<file path="config.mk">
export PLATFORM = sky130hd
export DESIGN_NAME = display_scan
export DESIGN_NICKNAME = d
export VERILOG_FILES = /design/src/rtl/display_scan_pkg.sv /design/src/rtl/display_scan_tick.sv /design/src/rtl/display_scan.sv
export SDC_FILE = /design/constraint.sdc
export NUM_CORES = 1
export LEC_CHECK = 0
export CAP_MARGIN = 20
export CORE_MARGIN = 2
export CORE_UTILIZATION = 45
export DETAILED_ROUTE_END_ITERATION = 10
export HOLD_SLACK_MARGIN = 0.06
export PLACE_DENSITY = 0.72
export SYNTH_ARGS = -nofsm -noshare
export SYNTH_HDL_FRONTEND = slang
export SYNTH_HIERARCHICAL = 1
export SYNTH_SLANG_ARGS = --single-unit
</file>
<file path="constraint.sdc">
create_clock -name clk -period 5.05 [get_ports clk]
set_clock_uncertainty 0.05 [all_clocks]
set_input_delay 0.7575 -clock clk [delete_from_list [all_inputs] [get_ports clk]]
set_output_delay 0.7575 -clock clk [all_outputs]
set_load 0.02 [all_outputs]
</file>
<file path="src/rtl/display_scan_pkg.sv">
// Shared types and constants for the four-digit multiplexed display scanner.
package display_scan_pkg;

    typedef enum logic {
        ST_EMPTY = 1'b0,
        ST_RUN   = 1'b1
    } scan_state_t;

    localparam int         NDIG    = 4;
    localparam logic [3:0] BCD_MAX = 4'd9;

    // True when any of the NDIG nibbles is outside the decimal range.
    function automatic logic has_bad_bcd(input logic [4*NDIG-1:0] d);
        logic bad;
        bad = 1'b0;
        for (int i = 0; i < NDIG; i++) begin
            if (d[4*i +: 4] > BCD_MAX) bad = 1'b1;
        end
        return bad;
    endfunction

endpackage

</file>
<file path="src/rtl/display_scan_tick.sv">
// Free-running prescaler: tick is high for one cycle every PRESCALE cycles.
module scan_tick #(
    parameter int PRESCALE = 50000
) (
    input  logic clk,
    input  logic rst,
    output logic tick
);

    localparam int            CW   = (PRESCALE > 1) ? $clog2(PRESCALE) : 1;
    localparam logic [CW-1:0] LAST = CW'(PRESCALE - 1);

    logic [CW-1:0] count;

    always_ff @(posedge clk) begin
        if (rst) begin
            count <= '0;
        end else if (count == LAST) begin
            count <= '0;
        end else begin
            count <= count + 1'b1;
        end
    end

    assign tick = (count == LAST);

endmodule

</file>
<file path="src/rtl/display_scan.sv">
// Four-digit BCD display scanner: double-buffered load, per-slot digit select,
// leading-zero blanking and a frame-synchronous commit of new values.
module display_scan
    import display_scan_pkg::*;
#(
    parameter int PRESCALE = 50000
) (
    input  logic        clk,
    input  logic        rst,
    input  logic        load_valid,
    output logic        load_ready,
    input  logic [15:0] load_data,
    input  logic        blank_lz,
    output logic [3:0]  digit,
    output logic [3:0]  digit_en,
    output logic        blank,
    output logic        bcd_err
);

    // Handshake: a load transfers on a rising edge where load_valid and
    // load_ready are both high; load_ready drops while a value waits to commit.

    logic        tick;
    logic [1:0]  idx;
    logic        pending;
    logic [15:0] shadow;
    logic [15:0] disp;
    scan_state_t state, state_n;

    logic        accept;
    logic        commit;
    logic [1:0]  idx_n;
    logic [15:0] disp_n;
    logic        upper_zero;
    logic        lit;
    logic [3:0]  digit_n;
    logic [3:0]  digit_en_n;
    logic        blank_n;

    scan_tick #(.PRESCALE(PRESCALE)) u_tick (
        .clk  (clk),
        .rst  (rst),
        .tick (tick)
    );

    assign load_ready = !pending;
    assign accept     = load_valid && load_ready;
    assign commit     = tick && (idx == 2'd3) && pending;
    assign idx_n      = tick ? idx + 1'b1 : idx;
    assign disp_n     = commit ? shadow : disp;

    // A commit and an accept can never coincide: commit needs pending,
    // accept needs it clear, so the shadow is never overwritten early.
    always_ff @(posedge clk) begin
        if (rst) begin
            idx     <= 2'd0;
            pending <= 1'b0;
            shadow  <= 16'h0000;
            disp    <= 16'h0000;
            bcd_err <= 1'b0;
        end else begin
            idx  <= idx_n;
            disp <= disp_n;
            if (accept) begin
                shadow  <= load_data;
                pending <= 1'b1;
            end else if (commit) begin
                pending <= 1'b0;
            end
            bcd_err <= accept && has_bad_bcd(load_data);
        end
    end

    always_ff @(posedge clk) begin
        if (rst) state <= ST_EMPTY;
        else     state <= state_n;
    end

    always_comb begin
        state_n = state;
        case (state)
            ST_EMPTY: if (commit) state_n = ST_RUN;
            ST_RUN:   state_n = ST_RUN;
            default:  state_n = ST_EMPTY;
        endcase
    end

    // Slot outputs are computed from next-cycle index/display so the
    // registered outputs track the new slot right after a tick.
    always_comb begin
        upper_zero = 1'b1;
        for (int i = 0; i < NDIG; i++) begin
            if (i >= int'(idx_n) && disp_n[4*i +: 4] != 4'h0) upper_zero = 1'b0;
        end
        lit        = (state_n == ST_RUN) && !(blank_lz && idx_n != 2'd0 && upper_zero);
        digit_n    = 4'h0;
        digit_en_n = 4'b0000;
        blank_n    = 1'b1;
        if (lit) begin
            digit_n    = disp_n[{idx_n, 2'b00} +: 4];
            digit_en_n = 4'b0001 << idx_n;
            blank_n    = 1'b0;
        end
    end

    always_ff @(posedge clk) begin
        if (rst) begin
            digit    <= 4'h0;
            digit_en <= 4'b0000;
            blank    <= 1'b1;
        end else begin
            digit    <= digit_n;
            digit_en <= digit_en_n;
            blank    <= blank_n;
        end
    end

endmodule

</file>
# [Word-level counts from Yosys, hierarchy flattened]
# Index checks and enable logic that the tools add are counted.
[word_totals] n_memories=0 ramBits=0 output_inout_bits=11 register_bits=62 latchBits=0 in_bits=20 rom_bits=0
[op_classes] shifts=2 n_mux=16 reduce_logical=20 n_mul=0 add_sub_neg=2 n_lt_le_gt_ge=7 n_eq_ne=2 n_div=0 bitwise=2
[op_table] cell="adder 16 x 1 -> 16 bit (second input constant)" n=1
[op_table] cell="== test 16 bit (second input constant)" n=1
[op_table] cell="> comparator 4 bit (second input constant)" n=4
[op_table] cell="two-way mux 16 bit" n=1
[op_table] cell="nonzero test 4 bit" n=4
[op_table] cell="indexed part select 16 x 5 -> 4 bit" n=1
[op_table] cell="two-way mux 1 bit" n=13
[op_table] cell="logical AND 1 bit" n=10
[op_table] cell=">= comparator 1 x 2 -> 1 bit (first input constant)" n=2
[op_table] cell="nonzero test 2 bit" n=2
[op_table] cell="OR reduction 2 bit" n=2
[op_table] cell="left shift 1 x 2 -> 4 bit (first input constant)" n=1
[op_table] cell="adder 2 x 1 -> 2 bit (second input constant)" n=1
[op_table] cell="== test 2 bit (second input constant)" n=1
[op_table] cell=">= comparator 2 bit (first input constant)" n=1
[op_table] cell="logical NOT 1 bit" n=2
[op_table] cell="two-way mux 2 bit" n=1
[op_table] cell="NOT 1 bit" n=2
[op_table] cell="case mux 1 bit (2 select lines)" n=1

# [Longest topological paths before layout]
[logic_depth] word_depth=15 depth_mapped=11 mapped_depth_nobuf=9

# [By module]
# The synthesis kept the hierarchy.
[modules_own_cells] module="display_scan" instances=1 seq_area_each_um2=920.9 area_each_um2=1886.8 cells_per_inst=212
[modules_own_cells] module="scan_tick" instances=1 seq_area_each_um2=320.3 area_each_um2=710.7 cells_per_inst=81

# [Worst setup path after synthesis]
# Ideal clock, no wire load.
[synth_timing] kind="reg2reg" startpoint="register u_tick.count[0]" endpoint="register digit[3]" stages_incl_launch_ff=10 n_path_buf=1 slack_ns=2.777 arrival_time_ns=2.148 t_required_ns=4.925 path_cell_list="dfxtp_1 -> ha_1 -> nand4_2 -> and4b_1 -> buf_2 -> mux2i_1 -> o21ai_1 -> a21oi_1 -> a32oi_1 -> o22ai_1"
[synth_between] elab_chain_cells=15 elab_cells_between_ends=29
[synth_lines] element="from (decl)" line_no="display_scan_tick.sv:13" source="logic [CW-1:0] count;"
[synth_lines] element="from (signal assigned)" line_no="display_scan_tick.sv:21" source="count <= count + 1'b1;"
[synth_lines] element="== test 16 bit (*)" line_no="display_scan_tick.sv:25" source="assign tick = (count == LAST);"
[synth_lines] element="net tick" line_no="display_scan.sv:23" source="logic tick;"
[synth_lines] element="logical AND 1 bit (2 in a row)" line_no="display_scan.sv:48" source="assign commit = tick && (idx == 2'd3) && pending;"
[synth_lines] element="two-way mux 16 bit" line_no="display_scan.sv:50" source="assign disp_n = commit ? shadow : disp;"
[synth_lines] element="nonzero test 4 bit" line_no="display_scan.sv:93" source="if (i >= int'(idx_n) && disp_n[4*i +: 4] != 4'h0) upper_zero = 1'b0;"
[synth_lines] element="logical AND 1 bit" line_no="display_scan.sv:93"
[synth_lines] element="two-way mux 1 bit (4 in a row)" line_no="display_scan.sv:93"
[synth_lines] element="logical AND 1 bit" line_no="display_scan.sv:95" source="lit = (state_n == ST_RUN) && !(blank_lz && idx_n != 2'd0 && upper_zero);"
[synth_lines] element="logical NOT 1 bit" line_no="display_scan.sv:95"
[synth_lines] element="logical AND 1 bit" line_no="display_scan.sv:95"
[synth_lines] element="NOT 1 bit (no line)"
[synth_lines] element="OR reduction 2 bit (no line)"
[synth_lines] element="to (signal assigned)" line_no="display_scan.sv:112" source="digit <= digit_n;"
[synth_lines] element="to (decl)" line_no="display_scan.sv:14" source="output logic [3:0] digit,"
# Mark *: on every way through the listed nets, which the timed path passes. The rest lies on a longest branch.
# A chain may end at the register's enable or synchronous reset.

# [Worst setup path in the final report]
# Ends and elaborated chain as after synthesis.

==> results.ini <==
[synthesis]
synth-compound-area-share = 0.116
ys_ff_latch = 62
seq_area_frac_synth = 0.478
synth_top_family_by_area = simple AND/OR/NAND/NOR gates
synthMuxAreaShare = 0.0732
netlist_area_mm2 = 0.00260
synth.distinct_cells = 42
synth_simple_gate_area_frac = 0.241
syn_inst = 293
synth_fp_nets = 315
yosys_warnings = 6
avgSynthCellArea_um2 = 8.87
synth_fa_ha_area_frac = 0.00963
synthXorXnorAreaFrac = 0.0472

[critical_path]
critical_path.max_fanout = 17
path_class = reg -> reg
cp.required_ns = 5.22
crit_family = simple AND/OR/NAND/NOR gates
crit_chain = ha_1 -> nand4_2 -> and4b_1 -> nand3_2 -> mux2i_1 -> mux2i_1 -> a32oi_1 -> o22ai_1
reg2reg_slack_ns = 2.25
arrival_ns = 2.97
r2r_start = u_tick/count[0]
critical_path_buf_inv_count = 0
setup.worst_path.end_class = flop
critPathMaxStageDelay_ns = 0.54
crit_path_start = u_tick/count[0]
slowest_stage = and4b_1
path_common_cell = mux2i_1
cp-start-kind = flop

[worst_hold_path]
hp-start = shadow[0]
hold_class = reg -> reg

[power_and_ir_drop]
cellPowerDensity_mw_per_mm2 = 321
p_leak_nw = 1.19
ir_drop_v = 0.000180

[global_route]
antenna_found_initial = 0
grt_use_total = 0.184
grt_pass1_wl_um = 8970
grt_overflow_total = 0
grt_pass1_vias = 1954
grt_max_degree = 41

[clocking]
cts_tree = done
cts_hold_buf = 0
cts-root-buf = clkbuf_8
cts.sinks = 62
clkLatencyLatePin_ns = 0.35
cts_inserted_buffers = 9
clk_pin_slew_worst_paths_ns = 0.07
cts_max_path_buffers = 2
htree_levels = 3
cts_resized = 0
cts_setup_buffers = 0

[placement]
port_buffers = 30
pre_cts_slack_ns = 2.30
dpl.hpwl_um = 3660
place_congestion = 0.821

[cells_and_area]
fin_nets = 343
antenna_cells = 0
area_delta_synth_final_pct = 20.8
drive_above_1_share = 0.0798
post-route-util = 0.566

[drt]
drc = 0
firstDrtPassIters = 5
drt_iter0_drc = 145
wirelength_um = 5200
viasPerCell = 5.25
ant_nets = 0
vias = 2089
wl_per_cell_um = 13.1

[sta]
finalHoldViolCount = 0
drv_slew = 0
post-route-period-util = 0.554
fin_setup_tns_ns = 0
min_period_ns = 2.80
setup_viol = 0
rsz0062_at_grt = no
relSlewSlack = 0.318
max_freq_ghz = 0.357
tightest_slew_ns = 1.02
setup_ws_ns = 2.25

[run_status]
status = finished clean

[flow_run]
maxCapViolCount = 0

[floorplan]
die_x_um = 80.0
num_rows = 27
die_area_mm2 = 0.00640
start_util = 0.469
io_pins = 31
fp.dieH_um = 80.0
core_mm2 = 0.00554

through the flow:
| step | hold slack, ns | power (mW) | std cells | cell area [µm²] |
|---|---|---|---|---|
| 2_1_floorplan | 0.380 | 0.546 | 293 | 2600 |
| 3_3_place_gp | 0.393 | 0.571 | 382 | 2930 |
| 3_5_place_dp | 0.404 | 0.572 | 382 | 2930 |
| 4_1_cts | 0.415 | 1.02 | 398 | 3140 |
| 5_1_grt | 0.449 | 1.05 | 398 | 3140 |
| 6_report | 0.409 | 1.01 | 398 | 3140 |
cell usage in the layout, fill, tap and decap left out, drive strengths merged, types with 3 or more instances in the layout:
cell type / instances
a21oi: 21
nand3: 7
nor3: 9
nor2: 46
clkdlybuf4s50: 30
dfxtp: 62
nor4: 5
mux2i: 19
nand2: 42
clkinvlp: 3
o21ai: 5
nor2b: 3
o22ai: 5
nand4: 4
nand2b: 5
xnor2: 13
inv: 8
clkbuf: 10
worst reg2reg max path: cells and delay by family (launching register included):
kind	cells	cell delay, ns
AOI/OAI and AO/OA	2	0.31
adders and majority gates	1	0.25
DFF	1	0.38
muxes	2	0.48
and+or+nand+nor	3	1.20
synthesized netlist by cell type, drive strengths merged:
| cell type | count | area [µm²] |
|---|---|---|
| xnor2 | 13 | 114 |
| nor4bb | 2 | 20.0 |
| nand2b | 5 | 31.3 |
| o31ai | 2 | 28.8 |
| nand3 | 7 | 40.0 |
| a2111oi | 1 | 27.5 |
| a2bb2oi | 2 | 17.5 |
| a32oi | 1 | 8.76 |
| o22ai | 5 | 31.3 |
| nand2 | 42 | 158 |
| o41ai | 2 | 17.5 |
| a22oi | 2 | 15.0 |
| o21ai | 5 | 25.0 |
| a21oi | 21 | 105 |
| dfxtp | 62 | 1240 |
| xor2 | 1 | 8.76 |
| nor3 | 9 | 45.0 |
| nor4 | 5 | 31.3 |
| and2 | 1 | 6.26 |
| nor2 | 46 | 173 |
| and4 | 1 | 8.76 |
| nor2b | 3 | 18.8 |
| nand4 | 4 | 31.3 |
| clkbuf | 9 | 33.8 |
| mux2i | 19 | 190 |
| a41oi | 1 | 16.3 |
| and3 | 1 | 6.26 |
| or4b | 2 | 23.8 |
| or2 | 2 | 12.5 |
| inv | 7 | 26.3 |
| a21boi | 1 | 7.51 |
| ha | 2 | 25.0 |
| buf | 5 | 31.3 |
| and4b | 1 | 10.0 |
| or3 | 1 | 11.3 |
report_power, final:
| group | leakage (nW) | total, mW | internal, mW | switching [mW] |
|---|---|---|---|---|
| sequential | 0.503 | 0.508 | 0.499 | 0.00934 |
| combinational | 0.588 | 0.0520 | 0.0261 | 0.0259 |
| clock | 0.0951 | 0.448 | 0.243 | 0.204 |
metal layers:
layer | vias to the layer above | GRT usage | routed length [µm]
li1 | 1063 | - | -
met1 | 957 | 0.223 | 2430
met2 | 55 | 0.284 | 2360
met3 | 14 | 0.0656 | 284
met4 | 0 | 0.0966 | 124
met5 | - | 0 | 0
cell type report:
cell class	count	area [µm²]
tap	72	90.1
fill	513	2400
inverter	7	26.3
multi-input combinational	210	1260
timing repair buffer	31	308
clock buffer	10	138
clock inverter	6	70.1
sequential	62	1240
sequential cells by signal, summed over array words and instances (netlist names):
| register | cells |
|---|---|
| state | 1 |
| blank | 1 |
| idx | 2 |
| u_tick/count | 16 |
| disp | 16 |
| bcd_err | 1 |
| digit_en | 4 |
| shadow | 16 |
| digit | 4 |
| pending | 1 |
path summary, 6_finish.rpt:
path,end,cells past startpoint
setup / recovery,digit[3],8
hold / removal,shadow[0],2
setup reg to reg,digit[3],8
hold reg to reg,shadow[0],2
logic make-up after synthesis:
kind of cell,Yosys count
AOI/OAI and AO/OA,43
adders and majority gates,2
and+or+nand+nor,132
DFF,62
xor gates and xnor gates,14
muxes,19
buffers and inverters,21
Power figures use the tool's default switching activity.
